File: config.mk
export PLATFORM = sky130hd
export DESIGN_NAME = clk_manager
export DESIGN_NICKNAME = d
export VERILOG_FILES = /design/src/rtl/clk_manager_pkg.sv /design/src/rtl/sync_ff.sv /design/src/rtl/clk_manager.sv
export SDC_FILE = /design/constraint.sdc
export NUM_CORES = 1
export LEC_CHECK = 0
export CAP_MARGIN = 40
export CELL_PAD_IN_SITES_DETAIL_PLACEMENT = 0
export CELL_PAD_IN_SITES_GLOBAL_PLACEMENT = 1
export CORE_AREA = 3 3 98 100
export CTS_CLUSTER_DIAMETER = 40
export DETAILED_ROUTE_END_ITERATION = 10
export DIE_AREA = 0 0 101 103
export HOLD_SLACK_MARGIN = 0.06
export PLACE_DENSITY = 0.67
export SKIP_CTS_REPAIR_TIMING = 1
export SYNTH_ARGS = -nofsm -noshare
export SYNTH_HDL_FRONTEND = slang
export SYNTH_SLANG_ARGS = --single-unit
File: constraint.sdc
create_clock -name clock -period 2 [get_ports clock]
set_clock_uncertainty 0.1 [all_clocks]
set_input_delay 0.2 -clock clock [delete_from_list [all_inputs] [get_ports clock]]
set_output_delay 0.2 -clock clock [all_outputs]
set_load 0.005 [all_outputs]
File: src/rtl/clk_manager_pkg.sv
// clk_manager_pkg: shared types and constants for the clock manager.
//   state_e      - lock-tracking FSM states
//   LOSS_COUNT_W - width of the lock-loss counter (used when
//                  CLK_MANAGER_LOSS_COUNT_EN is defined)
package clk_manager_pkg;

   localparam int unsigned LOSS_COUNT_W = 8;

   typedef enum logic [1:0] {
      ST_WAIT_LOCK = 2'd0,
      ST_STABILIZE = 2'd1,
      ST_RUN       = 2'd2,
      ST_LOST      = 2'd3
   } state_e;

endpackage

File: src/rtl/sync_ff.sv
// sync_ff: multi-flop synchroniser for a single asynchronous bit.
//   clk_i - destination clock
//   rst_i - synchronous active-high reset, clears every stage
//   d_i   - asynchronous input
//   q_o   - synchronised output (last stage)
module sync_ff #(
   parameter int unsigned STAGES = 2
) (
   input  logic clk_i,
   input  logic rst_i,
   input  logic d_i,
   output logic q_o
);

   logic [STAGES-1:0] sync_q;

   always_ff @(posedge clk_i) begin
      if (rst_i) sync_q <= '0;
      else       sync_q <= {sync_q[STAGES-2:0], d_i};
   end

   assign q_o = sync_q[STAGES-1];

endmodule

File: src/rtl/clk_manager.sv
// clk_manager: waits for a stable PLL lock, then releases downstream reset
// and generates per-channel clock-enable pulses from programmable divisors.
//   clock      - PLL output clock (sole clock)
//   reset      - synchronous active-high reset
//   pll_locked - raw asynchronous PLL lock flag
//   div        - per-channel divisor, channel i at [i*DIV_WIDTH +: DIV_WIDTH]
//   div_load   - one-cycle strobe capturing div into the shadow registers
//   ce_out     - per-channel enable, one pulse every div_i+1 RUN cycles
//   rst_out    - active-high downstream reset, low only in RUN
//   ready      - high only in RUN
//   loss_count - saturating lock-loss counter, present only when
//                CLK_MANAGER_LOSS_COUNT_EN is defined
module clk_manager
   import clk_manager_pkg::*;
#(
   parameter int unsigned CHANNELS    = 2,
   parameter int unsigned DIV_WIDTH   = 8,
   parameter int unsigned LOCK_CYCLES = 1024,
   parameter int unsigned SYNC_STAGES = 2
) (
   input  logic                          clock,
   input  logic                          reset,
   input  logic                          pll_locked,
   input  logic [CHANNELS*DIV_WIDTH-1:0] div,
   input  logic                          div_load,
   output logic [CHANNELS-1:0]           ce_out,
   output logic                          rst_out,
   output logic                          ready
`ifdef CLK_MANAGER_LOSS_COUNT_EN
   ,
   output logic [LOSS_COUNT_W-1:0]       loss_count
`endif
);

   localparam int unsigned STAB_W = $clog2(LOCK_CYCLES);
   localparam logic [STAB_W-1:0] STAB_LAST = STAB_W'(LOCK_CYCLES - 1);

   logic        locked_s;
   state_e      state_q, state_d;
   logic [STAB_W-1:0] stab_q, stab_d;
   logic        ready_q, ready_d;
   logic        rst_out_q, rst_out_d;
   logic        run_q, run_d;

   logic [CHANNELS-1:0][DIV_WIDTH-1:0] cnt_q, cnt_d;
   logic [CHANNELS-1:0][DIV_WIDTH-1:0] act_q, act_d;
   logic [CHANNELS-1:0][DIV_WIDTH-1:0] shd_q, shd_d;
   logic [CHANNELS-1:0]                ce_q, ce_d;

   // Lock flag synchroniser; the FSM only ever looks at locked_s.
   sync_ff #(
      .STAGES (SYNC_STAGES)
   ) u_sync (
      .clk_i (clock),
      .rst_i (reset),
      .d_i   (pll_locked),
      .q_o   (locked_s)
   );

   // State and stability counter registers.
   always_ff @(posedge clock) begin
      if (reset) begin
         state_q <= ST_WAIT_LOCK;
         stab_q  <= '0;
      end else begin
         state_q <= state_d;
         stab_q  <= stab_d;
      end
   end

   // Next-state logic.
   always_comb begin
      state_d = state_q;
      stab_d  = stab_q;
      case (state_q)
         ST_WAIT_LOCK: begin
            if (locked_s) begin
               state_d = ST_STABILIZE;
               stab_d  = '0;
            end
         end
         ST_STABILIZE: begin
            if (!locked_s)                state_d = ST_WAIT_LOCK;
            else if (stab_q == STAB_LAST) state_d = ST_RUN;
            else                          stab_d  = stab_q + STAB_W'(1);
         end
         ST_RUN: begin
            if (!locked_s) state_d = ST_LOST;
         end
         ST_LOST:  state_d = ST_WAIT_LOCK;
         default:  state_d = ST_WAIT_LOCK;
      endcase
   end

   // Output decode from the next state so the registered outputs track state_q.
   always_comb begin
      ready_d   = 1'b0;
      rst_out_d = 1'b1;
      if (state_d == ST_RUN) begin
         ready_d   = 1'b1;
         rst_out_d = 1'b0;
      end
   end

   always_ff @(posedge clock) begin
      if (reset) begin
         ready_q   <= 1'b0;
         rst_out_q <= 1'b1;
      end else begin
         ready_q   <= ready_d;
         rst_out_q <= rst_out_d;
      end
   end

   assign run_q = (state_q == ST_RUN);
   assign run_d = (state_d == ST_RUN);

   // Divider channels. act_q is the divisor for the current period; it picks
   // up the shadow (or a same-cycle load) only when a new period starts, so a
   // reload in RUN never cuts a period short. ce is registered by looking
   // ahead at the next count/divisor pair.
   always_comb begin
      cnt_d = cnt_q;
      act_d = act_q;
      shd_d = shd_q;
      ce_d  = '0;
      for (int unsigned i = 0; i < CHANNELS; i++) begin
         if (div_load) shd_d[i] = div[i*DIV_WIDTH +: DIV_WIDTH];
         if (!run_d || !run_q || (cnt_q[i] == act_q[i])) begin
            cnt_d[i] = '0;
            act_d[i] = shd_d[i];
         end else begin
            cnt_d[i] = cnt_q[i] + DIV_WIDTH'(1);
         end
         ce_d[i] = run_d && (cnt_d[i] == act_d[i]);
      end
   end

   always_ff @(posedge clock) begin
      if (reset) begin
         cnt_q <= '0;
         act_q <= '0;
         shd_q <= '0;
         ce_q  <= '0;
      end else begin
         cnt_q <= cnt_d;
         act_q <= act_d;
         shd_q <= shd_d;
         ce_q  <= ce_d;
      end
   end

   assign ce_out  = ce_q;
   assign rst_out = rst_out_q;
   assign ready   = ready_q;

`ifdef CLK_MANAGER_LOSS_COUNT_EN
   logic [LOSS_COUNT_W-1:0] loss_q;

   // Counts entries into LOST; saturates at all-ones.
   always_ff @(posedge clock) begin
      if (reset) begin
         loss_q <= '0;
      end else if ((state_d == ST_LOST) && (loss_q != '1)) begin
         loss_q <= loss_q + LOSS_COUNT_W'(1);
      end
   end

   assign loss_count = loss_q;
`endif

endmodule
* Yosys cells after proc, flatten, opt, wreduce, memory -nomap -nowiden *
Index checks and enable logic that the tools add are counted.

operators by class
  add/sub/neg operators = 3
  eq/ne operators = 12
  muxes and demuxes = 17
  reduce and logical (&&, ||, !) cells = 10

operator list
  kind                                                             number
  8-bit two-way mux                                                6
  8-bit == test                                                    4
  10-bit two-way mux                                               3
  10-bit case mux with 2 select lines                              1
  8-bit by 1-bit adder with 8-bit output, second input constant    2
  10-bit by 1-bit adder with 10-bit output, second input constant  1
  10-bit == test, second input constant                            1
  2-bit two-way mux                                                4
  2-bit case mux with 4 select lines                               1
  2-bit == test, second input constant                             3
  2-bit by 1-bit != test with 1-bit output, second input constant  2
  4-bit AND reduction                                              1
  1-bit logical OR                                                 3
  2-bit by 1-bit == test with 1-bit output, second input constant  1
  1-bit logical AND                                                2
  1-bit logical NOT                                                2
  2-bit logical NOT                                                1
  1-bit two-way mux                                                2
  2-bit != test, second input constant                             1
  2-bit nonzero test                                               1

word-level totals
  register bits after elaboration = 66
  input port bits = 20
  output and inout port bits = 4

* Logic depth before layout (Yosys ltp) *
  word-level depth = 11
  depth in mapped cells = 8

* Cells and area by module *
Synthesis repeated with hierarchy kept, for this count alone.

unflattened totals
  cells, all modules = 322
  area total of the unflattened synthesis = 2,984.1 µm²

modules (own cells, without submodules)
  module       times used  cells an instance  area each (µm²)
  clk_manager  1           318                2,931.6
  sync_ff      1           4                  52.6

* Worst setup path before layout *
OpenSTA, ideal clock, no wires.

  path kind = register to register
  start point = register stab_q[0]
  end point = register ce_q[0], in the netlist ce_out[0]
  arrival time = 1.726 ns
  setup slack = 0.116 ns
  cell stages (with the launch flop) = 8
  path buffers = 0
  period minus slack after synthesis = 1.884 ns
  cell sequence = dfxtp_1 ha_1 nand3_4 nor4_4 a21oi_1 or3b_4 a31oi_2 o21a_1

on the way
  cells in the longest elaborated chain, start to end = 11
  elaborated cells on any way between the ends = 12
  those cells by class = eq/ne: 3; mux: 5; reduce/logical: 4

RTL lines
  item                                    line                source
  start: declaration                      clk_manager.sv:40   logic [STAB_W-1:0] stab_q, stab_d;
  start signal: assignment                clk_manager.sv:67   stab_q <= stab_d;
  10-bit == test (*)                      clk_manager.sv:84   else if (stab_q == STAB_LAST) state_d = ST_RUN;
  2-bit two-way mux (*)                   clk_manager.sv:84
  2-bit two-way mux (*)                   clk_manager.sv:83   if (!locked_s) state_d = ST_WAIT_LOCK;
  2-bit case mux with 4 select lines (*)  clk_manager.sv:75   case (state_q)
  2-bit == test (*)                       clk_manager.sv:116  assign run_d = (state_d == ST_RUN);
  1-bit logical NOT                       clk_manager.sv:129  if (!run_d || !run_q || (cnt_q[i] == act_q[i])) begin
  1-bit logical OR (2 in a row)           clk_manager.sv:129
  8-bit two-way mux                       clk_manager.sv:129
  8-bit == test                           clk_manager.sv:135  ce_d[i] = run_d && (cnt_d[i] == act_d[i]);
  1-bit logical AND (*)                   clk_manager.sv:135
  end signal: assignment                  clk_manager.sv:144  ce_q <= '0;
  end signal: assignment                  clk_manager.sv:149  ce_q <= ce_d;
  end: declaration                        clk_manager.sv:48   logic [CHANNELS-1:0] ce_q, ce_d;

Every way passes the cells marked *; elsewhere a longest branch is shown, timed or not.
A chain may end at the register's enable or synchronous reset.

* Worst setup path after layout *
  start point = register stab_q[0]
  end point = register stab_q[6]

on the way
  cells in the longest elaborated chain, start to end = 4
  elaborated cells on any way between the ends = 7
  those cells by class = add/sub: 1; eq/ne: 2; mux: 3; reduce/logical: 1

RTL lines
  item                                      line               source
  10-bit by 1-bit adder with 10-bit output  clk_manager.sv:85  else stab_d = stab_q + STAB_W'(1);
  10-bit two-way mux                        clk_manager.sv:84
  10-bit two-way mux                        clk_manager.sv:83
  10-bit case mux with 2 select lines       clk_manager.sv:75

Several ways; a longest one is shown, not always the timed one. The select of a mux whose other input is x is not followed.

==> summary.txt <==
Status
  • Status: complete, no violations

Job
  • Max-Cap Viols: 0

Routing
  • Vias per cell: between 4 and 5
  • DR vias: ~2300
  • Initial drt markers: 62
  • Drt drc: 0
  • Final WL: between 6000 and 7000 microns
  • Antenna Violating Nets Remaining: 0
  • Drt pass-1 iters: 4
  • Drt wl/cell: roughly 13 microns

Power and ir drop
  • Internal: around 2100 uW
  • Sequential share of power: 0.503
  • VDD IR-drop max: ~0.43 mV
  • Clock share of power: 0.413
  • Leak pwr: ~0.0015 uW
  • NetSw: approximately 630 uW
  • Sw Share: 0.2283
  • Power Dens Cells: around 740 nW/um^2
  • Combinational group share of total power: 0.083

Clocking
  • H-tree depth: 3
  • CTS Buf Count: 9
  • CTS tree: done
  • Clock tree sinks: 66
  • Worst-skew pair later-pin latency: about 0.34 ns
  • Clk buf depth: 2
  • Clk root buf: clkbuf_8
  • Clock transition at path regs: about 0.070 ns

Worst setup path
  • Crit path from: stab_q[0]
  • Reg2reg start: stab_q[0]
  • Startpoint types: register
  • Capturing point of the worst reg2reg path: stab_q[6]
  • Setup CP Type: register to register
  • Critical Path End Type: register
  • R2R setup slack: about 0.094 ns
  • Crit path to: stab_q[6]
  • R2R cell count: 8
  • Worst endpoint required time: 2.12 ns
  • WP data arrival: approximately 2.0 ns
  • CP Max Fanout: 4

Logic synthesis
  • Yosys reg bits: 66
  • Synth Area in Compound Gates: 0.05084
  • Ys Warns: 0
  • Syn Nets: around 340
  • Xor-xnor portion of the synthesized cell area: 0.1406
  • Synth Cell Area: a little over 3000 sq um
  • Syn Area/Cell: between 9 and 10 sq um
  • Synth unique cells: 34
  • Sequential element share of the synthesized area: 0.4330
  • Cells after Synth: about 320
  • Combinational family with the most area after synthesis: simple AND/OR/NAND/NOR gates
  • Mux share of post-synthesis cell area: 0.1115
  • Adder-cell area share of the yosys netlist: 0.01230
  • Synth Area in Simple Gates: 0.2226

Hold path
  • Hold WC Path Type: register to register

Layout
  • Fraction of layout cells with a size suffix above 1: 0.1566
  • Most frequent cells in the layout: 66 x dfxtp_1, 48 x nor2_1, 35 x xor2_1, 23 x clkdlybuf4s50_1, 20 x nor2b_1
  • Final nets: 382
  • Fin area: about 3700 sq um
  • Area Growth Syn to Fin: 22.14%
  • Most common cell after layout, fill and taps aside: dfxtp_1
  • Antenna Cells: 0
  • Filler Cell Count: 867

Die
  • Cell row count: 34
  • Chip height: 103 microns
  • I/O pin count: 24
  • Die area: about 10000 sq um
  • Core area: between 8000 and 9000 sq um
  • Die width: around 100 microns
  • Initial core utilization: 0.3482

Timing
  • Relative slew slack: 0.7528
  • Hold Vio Cnt, Final: 0
  • Slew @ Worst Pin: 0.3680 ns
  • Tcrit/Tclk final: 0.9529
  • Max Clock Freq: about 520 MHz
  • Final setup fails: 0
  • Final-report max-slew violation count: 0
  • Crit path time final: about 1.9 ns
  • Worst hold slack: approximately 0.34 ns
  • RSZ-0062 raised after global routing: false
  • Setup TNS: 0 ns

Placement
  • Global placement routability congestion: 0.8693
  • DPL Wire Length: 4576 microns
  • Dpl cell area: about 3500 sq um
  • IO buf count: 23

Global route
  • Initial antenna violation count: 0
  • Vias in the first global route: between 2000 and 2500
  • Grt ovf: 0
  • Pin count of the biggest net entering global routing: 41
  • First-pass GRT wire length: 10230 microns
  • GRT Overall Usage: 0.1275
[critical path: stages (launching register included)]
cell and delay (ns):
dfxtp_1 0.34, ha_2 0.21, nand3_4 0.09, buf_4 0.17
o41ai_4 0.38, nor2_1 0.11, and3_1 0.20, xnor2_1 0.13
nor2_1 0.05
[state kept, by name, summed over array words and instances (netlist names)]
| name | cells |
|---|---|
| act_q | 16 |
| cnt_q | 16 |
| shd_q | 16 |
| stab_q | 10 |
| ce_out | 2 |
| state_q | 2 |
| u_sync.sync_q | 2 |
| ready | 1 |
| rst_out | 1 |
[power by group through the flow]
stage               sequential, uW  clock, uW  combinational, uW
floorplan                     1410          0                146
global placement              1420          0                230
detailed placement            1420          0                230
CTS                           1390       1190                231
global route                  1390       1240                256
finish                        1390       1140                230
[final cells by class]
class | count | area, sq um | area share
multi-input cells | 234 | 1653 | 0.4434
flip-flops and latches | 66 | 1321 | 0.3545
repair buffers | 40 | 382.9 | 0.1027
clock buffers | 12 | 155.1 | 0.04162
well taps | 108 | 135.1 | 0.03625
clock inverters | 4 | 50.05 | 0.01343
inverters | 8 | 30.03 | 0.008056
[metrics by stage]
| stage | utilization | setup WS [ns] | instances | total power (uW) |
|---|---|---|---|---|
| 2_1_floorplan | - | 0.1162 | 321 | 1555 |
| 3_3_place_gp | 0.4006 | 0.09508 | 456 | 1648 |
| 3_5_place_dp | 0.4006 | 0.09205 | 456 | 1648 |
| 4_1_cts | 0.4240 | 0.07327 | 472 | 2808 |
| 5_1_grt | 0.4253 | 0.0009401 | 472 | 2895 |
| 6_report | 0.4253 | 0.09427 | 472 | 2758 |
[synthesized netlist by cell type]
cell type	instances	area, sq um
nand3_1	11	55.05
nor2_1	48	180.2
nand2b_1	3	18.77
o41ai_4	1	27.53
nand4_1	3	18.77
clkbuf_1	8	30.03
a21o_1	1	7.510
nor3_1	6	30.03
nand4_2	1	12.51
buf_2	2	10.01
dfxtp_1	66	1321
nor4_4	1	21.27
and2b_1	1	7.510
o2111ai_1	2	17.52
buf_4	2	15.01
o21ai_0	3	15.01
ha_1	3	37.54
and4_1	2	17.52
nor2b_1	20	125.1
mux2_2	16	180.2
a31oi_2	1	12.51
xnor2_1	14	122.6
xor2_1	35	306.5
or3b_4	1	11.26
nand2_1	12	45.04
a211o_1	2	17.52
buf_1	1	3.750
nand3_4	1	17.52
nor4_1	13	81.33
and3_1	6	37.54
o21a_1	1	7.510
inv_1	8	30.03
a21oi_1	10	50.05
mux2i_1	16	160.2
[how the worst min path moves through the flow]
| stage | to | from | slack [ns] | depth (start not counted) |
|---|---|---|---|---|
| 6_report | u_sync.sync_q[1] | u_sync.sync_q[0] | 0.34 | 1 |
| 2_1_floorplan | u_sync.sync_q[0] | pll_locked | 0.23 | 1 |
| 3_5_place_dp | u_sync.sync_q[1] | u_sync.sync_q[0] | 0.33 | 1 |
| 3_3_place_gp | u_sync.sync_q[1] | u_sync.sync_q[0] | 0.32 | 1 |
| 5_1_grt | u_sync.sync_q[0] | pll_locked | 0.33 | 2 |
| 4_1_cts | u_sync.sync_q[0] | pll_locked | 0.32 | 2 |
[layer usage]
metal	share of wire	global-route usage
met1	0.50	0.1716
met2	0.44	0.1868
met3	0.041	0.04533
met4	0.017	0.05010
met5	0	0
[kinds of logic after synthesis]
kind of cell               Yosys count
muxes                               32
DFF                                 66
buffers and inverters               21
and+or+nand+nor                    129
AOI/OAI and AO/OA                   21
xor gates and xnor gates            49
adders and majority gates            3
(Power assumes the default switching activity.)
